[src/rtl/block_data_memory_pkg.sv]
// Shared definitions for the block data memory: default geometry, latency and FSM encoding.
// The cache imports the same defaults so its tag/index split stays consistent.
package block_data_memory_pkg;

    localparam int unsigned ADDR_W_DEF  = 6;
    localparam int unsigned DATA_W_DEF  = 32;
    localparam int unsigned LATENCY_DEF = 5;
    localparam int unsigned CNT_W       = 4;

    typedef enum logic [1:0] {
        ST_IDLE   = 2'd0,
        ST_ACCESS = 2'd1,
        ST_ACK    = 2'd2
    } state_e;

endpackage

[src/rtl/block_data_memory_if.sv]
// Cache-to-memory block request bus: request/data from the cache, data/stall back from memory.
interface block_data_memory_if
    import block_data_memory_pkg::*;
#(
    parameter int unsigned ADDR_W = ADDR_W_DEF,
    parameter int unsigned DATA_W = DATA_W_DEF
) ();

    logic              read;
    logic              write;
    logic [ADDR_W-1:0] address;
    logic [DATA_W-1:0] writedata;
    logic [DATA_W-1:0] readdata;
    logic              busywait;

    modport master (
        output read, write, address, writedata,
        input  readdata, busywait
    );

    modport slave (
        input  read, write, address, writedata,
        output readdata, busywait
    );

endinterface

[src/rtl/block_data_memory_mem_array.sv]
// Block register file: synchronous write, registered read, asynchronous active-low clear of
// every word and of the read register.
module block_data_memory_mem_array
    import block_data_memory_pkg::*;
#(
    parameter int unsigned ADDR_W = ADDR_W_DEF,
    parameter int unsigned DATA_W = DATA_W_DEF
) (
    input  logic              clk_i,
    input  logic              rst_ni,
    input  logic              we_i,
    input  logic              re_i,
    input  logic [ADDR_W-1:0] addr_i,
    input  logic [DATA_W-1:0] wdata_i,
    output logic [DATA_W-1:0] rdata_o
);

    localparam int unsigned DEPTH = 2 ** ADDR_W;

    logic [DATA_W-1:0] mem_q [DEPTH];
    logic [DATA_W-1:0] rdata_q;

    always_ff @(posedge clk_i or negedge rst_ni) begin
        if (!rst_ni) begin
            for (int unsigned i = 0; i < DEPTH; i++) begin
                mem_q[ADDR_W'(i)] <= '0;
            end
            rdata_q <= '0;
        end else begin
            if (we_i) begin
                mem_q[addr_i] <= wdata_i;
            end
            if (re_i) begin
                rdata_q <= mem_q[addr_i];
            end
        end
    end

    assign rdata_o = rdata_q;

endmodule

[src/rtl/block_data_memory.sv]
// Block-addressed backing memory behind the data cache: latches one request in IDLE, waits
// LATENCY cycles in ACCESS, commits the read or write, then releases the stall for one ACK cycle.
module block_data_memory
    import block_data_memory_pkg::*;
#(
    parameter int unsigned ADDR_W  = ADDR_W_DEF,
    parameter int unsigned DATA_W  = DATA_W_DEF,
    parameter int unsigned LATENCY = LATENCY_DEF
) (
    input  logic                clock,
    input  logic                reset,
    block_data_memory_if.slave  bus
);

    state_e             state_q;
    logic               op_wr_q;
    logic [ADDR_W-1:0]  addr_q;
    logic [DATA_W-1:0]  data_q;
    logic [CNT_W-1:0]   cnt_q;

    logic               req_c;
    logic               commit_c;
    logic               busy_c;
    logic [DATA_W-1:0]  rdata;

    assign req_c    = bus.read | bus.write;
    assign commit_c = (state_q == ST_ACCESS) && (cnt_q == '0);

    // Request latches, latency counter and state; inputs are only sampled at the IDLE edge.
    always_ff @(posedge clock or negedge reset) begin
        if (!reset) begin
            state_q <= ST_IDLE;
            op_wr_q <= 1'b0;
            addr_q  <= '0;
            data_q  <= '0;
            cnt_q   <= '0;
        end else begin
            case (state_q)
                ST_IDLE: begin
                    if (req_c) begin
                        op_wr_q <= bus.write;
                        addr_q  <= bus.address;
                        data_q  <= bus.writedata;
                        cnt_q   <= CNT_W'(LATENCY - 1);
                        state_q <= ST_ACCESS;
                    end
                end
                ST_ACCESS: begin
                    if (cnt_q == '0) begin
                        state_q <= ST_ACK;
                    end else begin
                        cnt_q <= cnt_q - 1'b1;
                    end
                end
                ST_ACK: begin
                    state_q <= ST_IDLE;
                end
                default: begin
                    state_q <= ST_IDLE;
                end
            endcase
        end
    end

    // Stall is combinational in IDLE so the cache holds in its request cycle.
    always_comb begin
        busy_c = 1'b0;
        case (state_q)
            ST_IDLE:   busy_c = req_c;
            ST_ACCESS: busy_c = 1'b1;
            default:   busy_c = 1'b0;
        endcase
    end

    assign bus.busywait = reset & busy_c;

    block_data_memory_mem_array #(
        .ADDR_W (ADDR_W),
        .DATA_W (DATA_W)
    ) u_mem_array (
        .clk_i   (clock),
        .rst_ni  (reset),
        .we_i    (commit_c & op_wr_q),
        .re_i    (commit_c & ~op_wr_q),
        .addr_i  (addr_q),
        .wdata_i (data_q),
        .rdata_o (rdata)
    );

    assign bus.readdata = rdata;

endmodule

[src/flat_wrapper.sv]
// flat-port wrapper written by rule: the top's interface ports become plain ports
module block_data_memory_flat import block_data_memory_pkg::*;
#(
    parameter int unsigned ADDR_W  = ADDR_W_DEF,
    parameter int unsigned DATA_W  = DATA_W_DEF,
    parameter int unsigned LATENCY = LATENCY_DEF
)
  (clock, reset, bus_read, bus_write, bus_address, bus_writedata, bus_readdata, bus_busywait);
  block_data_memory_if #(.ADDR_W(ADDR_W), .DATA_W(DATA_W)) bus_i ();
  input  logic clock;
  input  logic reset;
  input wire logic [$bits(bus_i.read)-1:0] bus_read;
  input wire logic [$bits(bus_i.write)-1:0] bus_write;
  input wire logic [$bits(bus_i.address)-1:0] bus_address;
  input wire logic [$bits(bus_i.writedata)-1:0] bus_writedata;
  output wire logic [$bits(bus_i.readdata)-1:0] bus_readdata;
  output wire logic [$bits(bus_i.busywait)-1:0] bus_busywait;
  assign bus_i.read = bus_read;
  assign bus_i.write = bus_write;
  assign bus_i.address = bus_address;
  assign bus_i.writedata = bus_writedata;
  assign bus_readdata = bus_i.readdata;
  assign bus_busywait = bus_i.busywait;
  block_data_memory #(.ADDR_W(ADDR_W), .DATA_W(DATA_W), .LATENCY(LATENCY)) u_core (.clock(clock), .reset(reset), .bus(bus_i));
endmodule
[config.mk]
export PLATFORM = sky130hd
export DESIGN_NAME = block_data_memory_flat
export DESIGN_NICKNAME = d
export VERILOG_FILES = /design/src/rtl/block_data_memory_pkg.sv /design/src/rtl/block_data_memory_if.sv /design/src/rtl/block_data_memory_mem_array.sv /design/src/rtl/block_data_memory.sv /design/src/flat_wrapper.sv
export SDC_FILE = /design/constraint.sdc
export NUM_CORES = 2
export LEC_CHECK = 0
export ABC_AREA = 1
export BUFFER_PORTS_ARGS = -buffer_cell sky130_fd_sc_hd__buf_2
export CAP_MARGIN = 10
export CORE_MARGIN = 5
export CORE_UTILIZATION = 55
export DETAILED_ROUTE_END_ITERATION = 8
export PLACE_DENSITY = 0.71
export SYNTH_ARGS = -nofsm -noshare
export SYNTH_HDL_FRONTEND = slang
export SYNTH_SLANG_ARGS = --single-unit
[constraint.sdc]
create_clock -name clock -period 2.7 [get_ports clock]
set_input_delay 0.135 -clock clock [delete_from_list [all_inputs] [get_ports clock]]
set_output_delay 0.135 -clock clock [all_outputs]
set_load 0.01 [all_outputs]
# == Yosys cells after proc, flatten, opt, wreduce, memory -nomap -nowiden ==
# Cells that the tools add are included.
# classes
mux,13
n_addsub,1
n_reduce_logical,8
magnitude_cmp,2
eq_ne,4
bitwise_logic,6
# op_table
operator,n
$bwmux 2048,1
$bmux 32 s6,1
$demux 32 s6,1
$mux 32,3
$mux 4,2
$pmux 4 s2,1
$ge 7x7->1 const B,1
$lt 7x1->1 const B,1
$not 6->7,1
$logic_not 4->1,1
$mux 2,2
$ne 2x2->1 const B,2
$pmux 2 s2,1
$reduce_and 2->1,2
$sub 4x1->4 const B,1
$and 1x1->1,3
$reduce_and 3->1,1
$eq 2x1->1 const B,1
$logic_and 1x1->1,2
$logic_not 2->1,1
$ne 2x1->1 const B,1
$pmux 1 s2,1
$reduce_bool 2->1,1
$not 1->1,1
$or 1x1->1,1
# totals
wordCells,104
register_bits,2125
inputBits,42
output_inout_bits,33

# == Longest topological paths before layout ==
# depth
depth_word,6
ltp_mapped,14
depth_no_buf,10

# == Cells and area by module ==
# A second synthesis with hierarchy kept.
# hier_totals
hier_cells,13525
hier_area_um2,99583.0
# modules_own_cells
mod,area_per_inst_um2,instances,seq_area_each_um2,cells_each
block_data_memory_mem_array,97750.0,1,52049.9,13317
block_data_memory,1833.0,1,1126.1,208

# == Worst setup path before layout ==
# OpenSTA, ideal clock, no wires.
# synth_path
kind,flip-flop to flip-flop
from,register u_core.cnt_q[0]
to,register u_core.u_mem_array.mem_q[750] (netlist bit)
setup_time_ps,134
required_time_ps,2566
arrival_time_ps,1887
slack_ps,679
period_less_slack_ps,2021
path_stages_with_launch,11
n_path_buf,1
path_cell_list,dfrtp_1 inv_1 ha_1 nand4_1 nor2_4 inv_4 nor2_8 nand3_1 clkbuf_1 nand2_1 o21ai_0
# synth_between
elab_chain_len,3
# synth_rtl
item,line_no,text
"start, declared",block_data_memory.sv:19,logic [CNT_W-1:0] cnt_q;
"start signal, assigned",block_data_memory.sv:44,cnt_q <= CNT_W'(LATENCY - 1);
"start signal, assigned",block_data_memory.sv:52,cnt_q <= cnt_q - 1'b1;
$logic_not 4->1,block_data_memory.sv:27,assign commit_c = (state_q == ST_ACCESS) && (cnt_q == '0);
$logic_and 1x1->1,block_data_memory.sv:27,
$and 1x1->1,block_data_memory.sv:83,".we_i (commit_c & op_wr_q),"
"end signal, assigned by index",block_data_memory_mem_array.sv:31,mem_q[addr_i] <= wdata_i;
"end, declared",block_data_memory_mem_array.sv:20,logic [DATA_W-1:0] mem_q [DEPTH];
# Every way passes these cells.
# A chain may end at the register's enable or synchronous reset.

# == Worst setup path in the final report ==
# layout_path
from,register u_core.addr_q[0]
to,"register u_core.u_mem_array.rdata_q[5], in the netlist u_core.u_mem_array.rdata_o[5]"
# layout_between
elab_chain_len,4
# layout_rtl
item,line_no,text
"start, declared",block_data_memory.sv:17,logic [ADDR_W-1:0] addr_q;
"start signal, assigned",block_data_memory.sv:42,addr_q <= bus.address;
$not 6->7 (not written as such),block_data_memory_mem_array.sv:34,rdata_q <= mem_q[addr_i];
$bmux 32 s6,block_data_memory_mem_array.sv:34,
$mux 32 (not written as such) (2 in series),block_data_memory_mem_array.sv:34,
"end signal, assigned",block_data_memory_mem_array.sv:34,
"end, declared",block_data_memory_mem_array.sv:21,logic [DATA_W-1:0] rdata_q;
# Every way passes these cells. The select of a mux whose other input is x is not followed.

==> results.cfg <==
[placed_design]
place_area_mm2 = 0.104
hpwl_mm = 177
portBuffers = 74
gp_congestion = 0.856

[worst_setup_path]
rrSetupSlack_ps = 10
cp-start-kind = flip-flop
path_buf_inv = 3
arrival_ps = 3460
cpMostUsedCell = nor2_1
crit_slowest_cell = dfrtp_4
slowest_delay_ps = 590
critPathTopFamily = simple AND/OR/NAND/NOR gates
endpoint_kind = flip-flop
cp_cell_sequence = buf_4, clkbuf_16, or2_2, o211ai_1, nand2_1, nor2_1, nor2_1, nor2_1, nand3_1, nand2_1, inv_1
crit_type = flip-flop to flip-flop
cp_max_fo = 42
crit_required_ps = 3480

[floorplan]
fp.dieW_um = 435
fp.dieH_um = 435
core_mm2 = 0.179
rows = 155
die_area_mm2 = 0.189
ios = 75
initial_utilization_pct = 55.4

[clock_tree]
clkTransAtPathRegs_ps = 60
cts.sinks = 2125
cts_root_buf = clkbuf_16
clkLatencyLatePin_ps = 890
cts-buffers-inserted = 218
cts_tree = yes
h-tree-depth = 4
clock_path_buffers = 3

[finish]
design_area_mm2 = 0.112
nNetsFinal = 12700
synthToLayoutAreaGrowth_pct = 13.0
final_cell_mix = 4,199 x nand2_1, 2,153 x o21ai_0, 2,123 x dfrtp_1
drive_above_1_share_pct = 8.45
final_common_cell = nand2_1
fin_util_pct = 62.6

[synth]
synth_area_leaders = dfrtp_1 54%, nand2_1 16%, o21ai_0 11%, inv_1 5.7%, clkbuf_1 3.3%
synthCells = 12900
yosysSeqAreaShare_pct = 53.6
ys_ff_latch = 2125
syn-cell-area_mm2 = 0.0991
synth_fp_nets = 12900
ys_warn_count = 0
syn_area_per_cell_um2 = 7.68
synth_top_area_share_pct = 53.6
synth_cell_types = 29
synth_largest_area_cell = dfrtp_1

[timing]
worst_pin_slew_ps = 1050
setup_viol = 0
period_needed_ps = 2690
finalClockSkew_ps = 40.7
finalCritPeriodShare_pct = 99.4
maxSlewViolCount = 0
rsz0062_at_grt = false
hold_viol = 0
max_freq_mhz = 372
relSlewSlack_pct = 29.6

[power]
p_leak_nw = 53.6
max-vdd-ir-drop_mv = 0.866
p_per_area_mw_per_mm2 = 933

[grt]
overflow = 0
antenna_found_initial = 7
track_usage_pct = 31.5
grt_pass1_wl_mm = 468
grt_max_degree = 137
grt_pass1_vias = 81300

[route]
drcViolationCount = 0
vias = 85300
drtAntennaViolNets = 0
dr.pass1.iters = 8
drt_iter0_markers = 10200
vias_per_cell = 5.60
routed_wl_mm = 298
wl_per_cell_um = 19.6

[job]
cap_violations = 0

[min_path]
hold_class = input port to flip-flop

[status]
status = complete, no violations
[metrics by stage]
stage / std cells / TNS (ps) / total power, mW / hold WS [ps] / worst slack, ps
floorplan: 12900 / 0 / 57.8 / -161 / 679
global placement: 14700 / -189 / 71.8 / 173 / -79.9
detailed placement: 14700 / -192 / 72.3 / 177 / -94.8
CTS: 15200 / -2.67 / 104 / 5.06 / -2.67
global route: 15200 / 0 / 110 / 43.3 / 1.63
finish: 15200 / 0 / 104 / 53.4 / 15.0
[state kept, by name, indices dropped and copies added (netlist names)]
signal and flops:
u_core.addr_q 6, u_core.cnt_q 4, u_core.op_wr_q 1, u_core.u_mem_array.mem_q 2048, u_core.u_mem_array.rdata_o 32, u_core.state_q 2
u_core.data_q 32
[synth_stat cells, drive strengths merged]
| library cell | instances |
|---|---|
| o211ai | 281 |
| clkinv | 1 |
| dfrtp | 2125 |
| ha | 2 |
| nand2 | 4258 |
| clkbuf | 870 |
| a21oi | 2 |
| inv | 1503 |
| buf | 115 |
| or2 | 135 |
| o21ai | 2352 |
| nand3 | 624 |
| nor2 | 612 |
| nor3 | 11 |
| a21boi | 1 |
| nand4 | 8 |
[per-layer routing]
metal	share of wire [%]	GRT usage [%]	vias to the layer above	wire length [um]
li1	-	-	39800	-
met1	42	43.7	41300	125000
met2	46	50.6	3613	136000
met3	8.2	5.08	659	24500
met4	3.8	11.7	4	11400
met5	0.0064	0	-	19
[final timing paths]
check | startpoint | to | cells after the start
worst max-delay path | u_core.addr_q[0] | u_core.u_mem_array.rdata_o[5] | 11
worst min-delay path | bus_writedata[19] | u_core.data_q[19] | 4
worst max register to register | u_core.addr_q[0] | u_core.u_mem_array.rdata_o[5] | 11
worst min register to register | u_core.u_mem_array.mem_q[955] | u_core.u_mem_array.mem_q[955] | 2
max in group asynchronous | reset | u_core.u_mem_array.mem_q[1212] | 3
min in group asynchronous | reset | u_core.u_mem_array.mem_q[367] | 3
[power breakdown]
group	leakage (nW)	internal, mW	switching, mW
logic	20.6	10.7	26.2
clock network	3.67	18.6	13.0
registers	29.3	34.3	1.73
[tightest hold or removal path, delay by kind of cell]
| kind | cells | cell delay [ps] |
|---|---|---|
| buffers and inverters | 2 | 630 |
| and+or+nand+nor | 1 | 40 |
| AOI/OAI and AO/OA | 1 | 60 |
[cell type report]
class | instances | area (um^2)
clock inverter | 80 | 1160
inverter | 1504 | 5660
tap | 2355 | 2950
timing repair buffer | 548 | 6030
sequential | 2125 | 53200
fill | 15300 | 66800
clock buffer | 323 | 6320
antenna | 1 | 2.50
multi-input combinational | 8286 | 36700
[cell families after synthesis]
| kind of cell | after synthesis | synth area share (%) |
|---|---|---|
| and+or+nand+nor | 5648 | 22.8 |
| AOI/OAI and AO/OA | 2636 | 14.0 |
| buffers and inverters | 2489 | 9.55 |
| DFF | 2125 | 53.6 |
| adders and majority gates | 2 | 0.0252 |
[repair_timing]
item	CTS	global route
endpoints found under the setup margin	6	15
hold buffers	77	0
buffers inserted	0	1
cloned	0	2
resized for setup	7	16
endpoints found under the hold margin	1561	0
(Power assumes the default switching activity.)
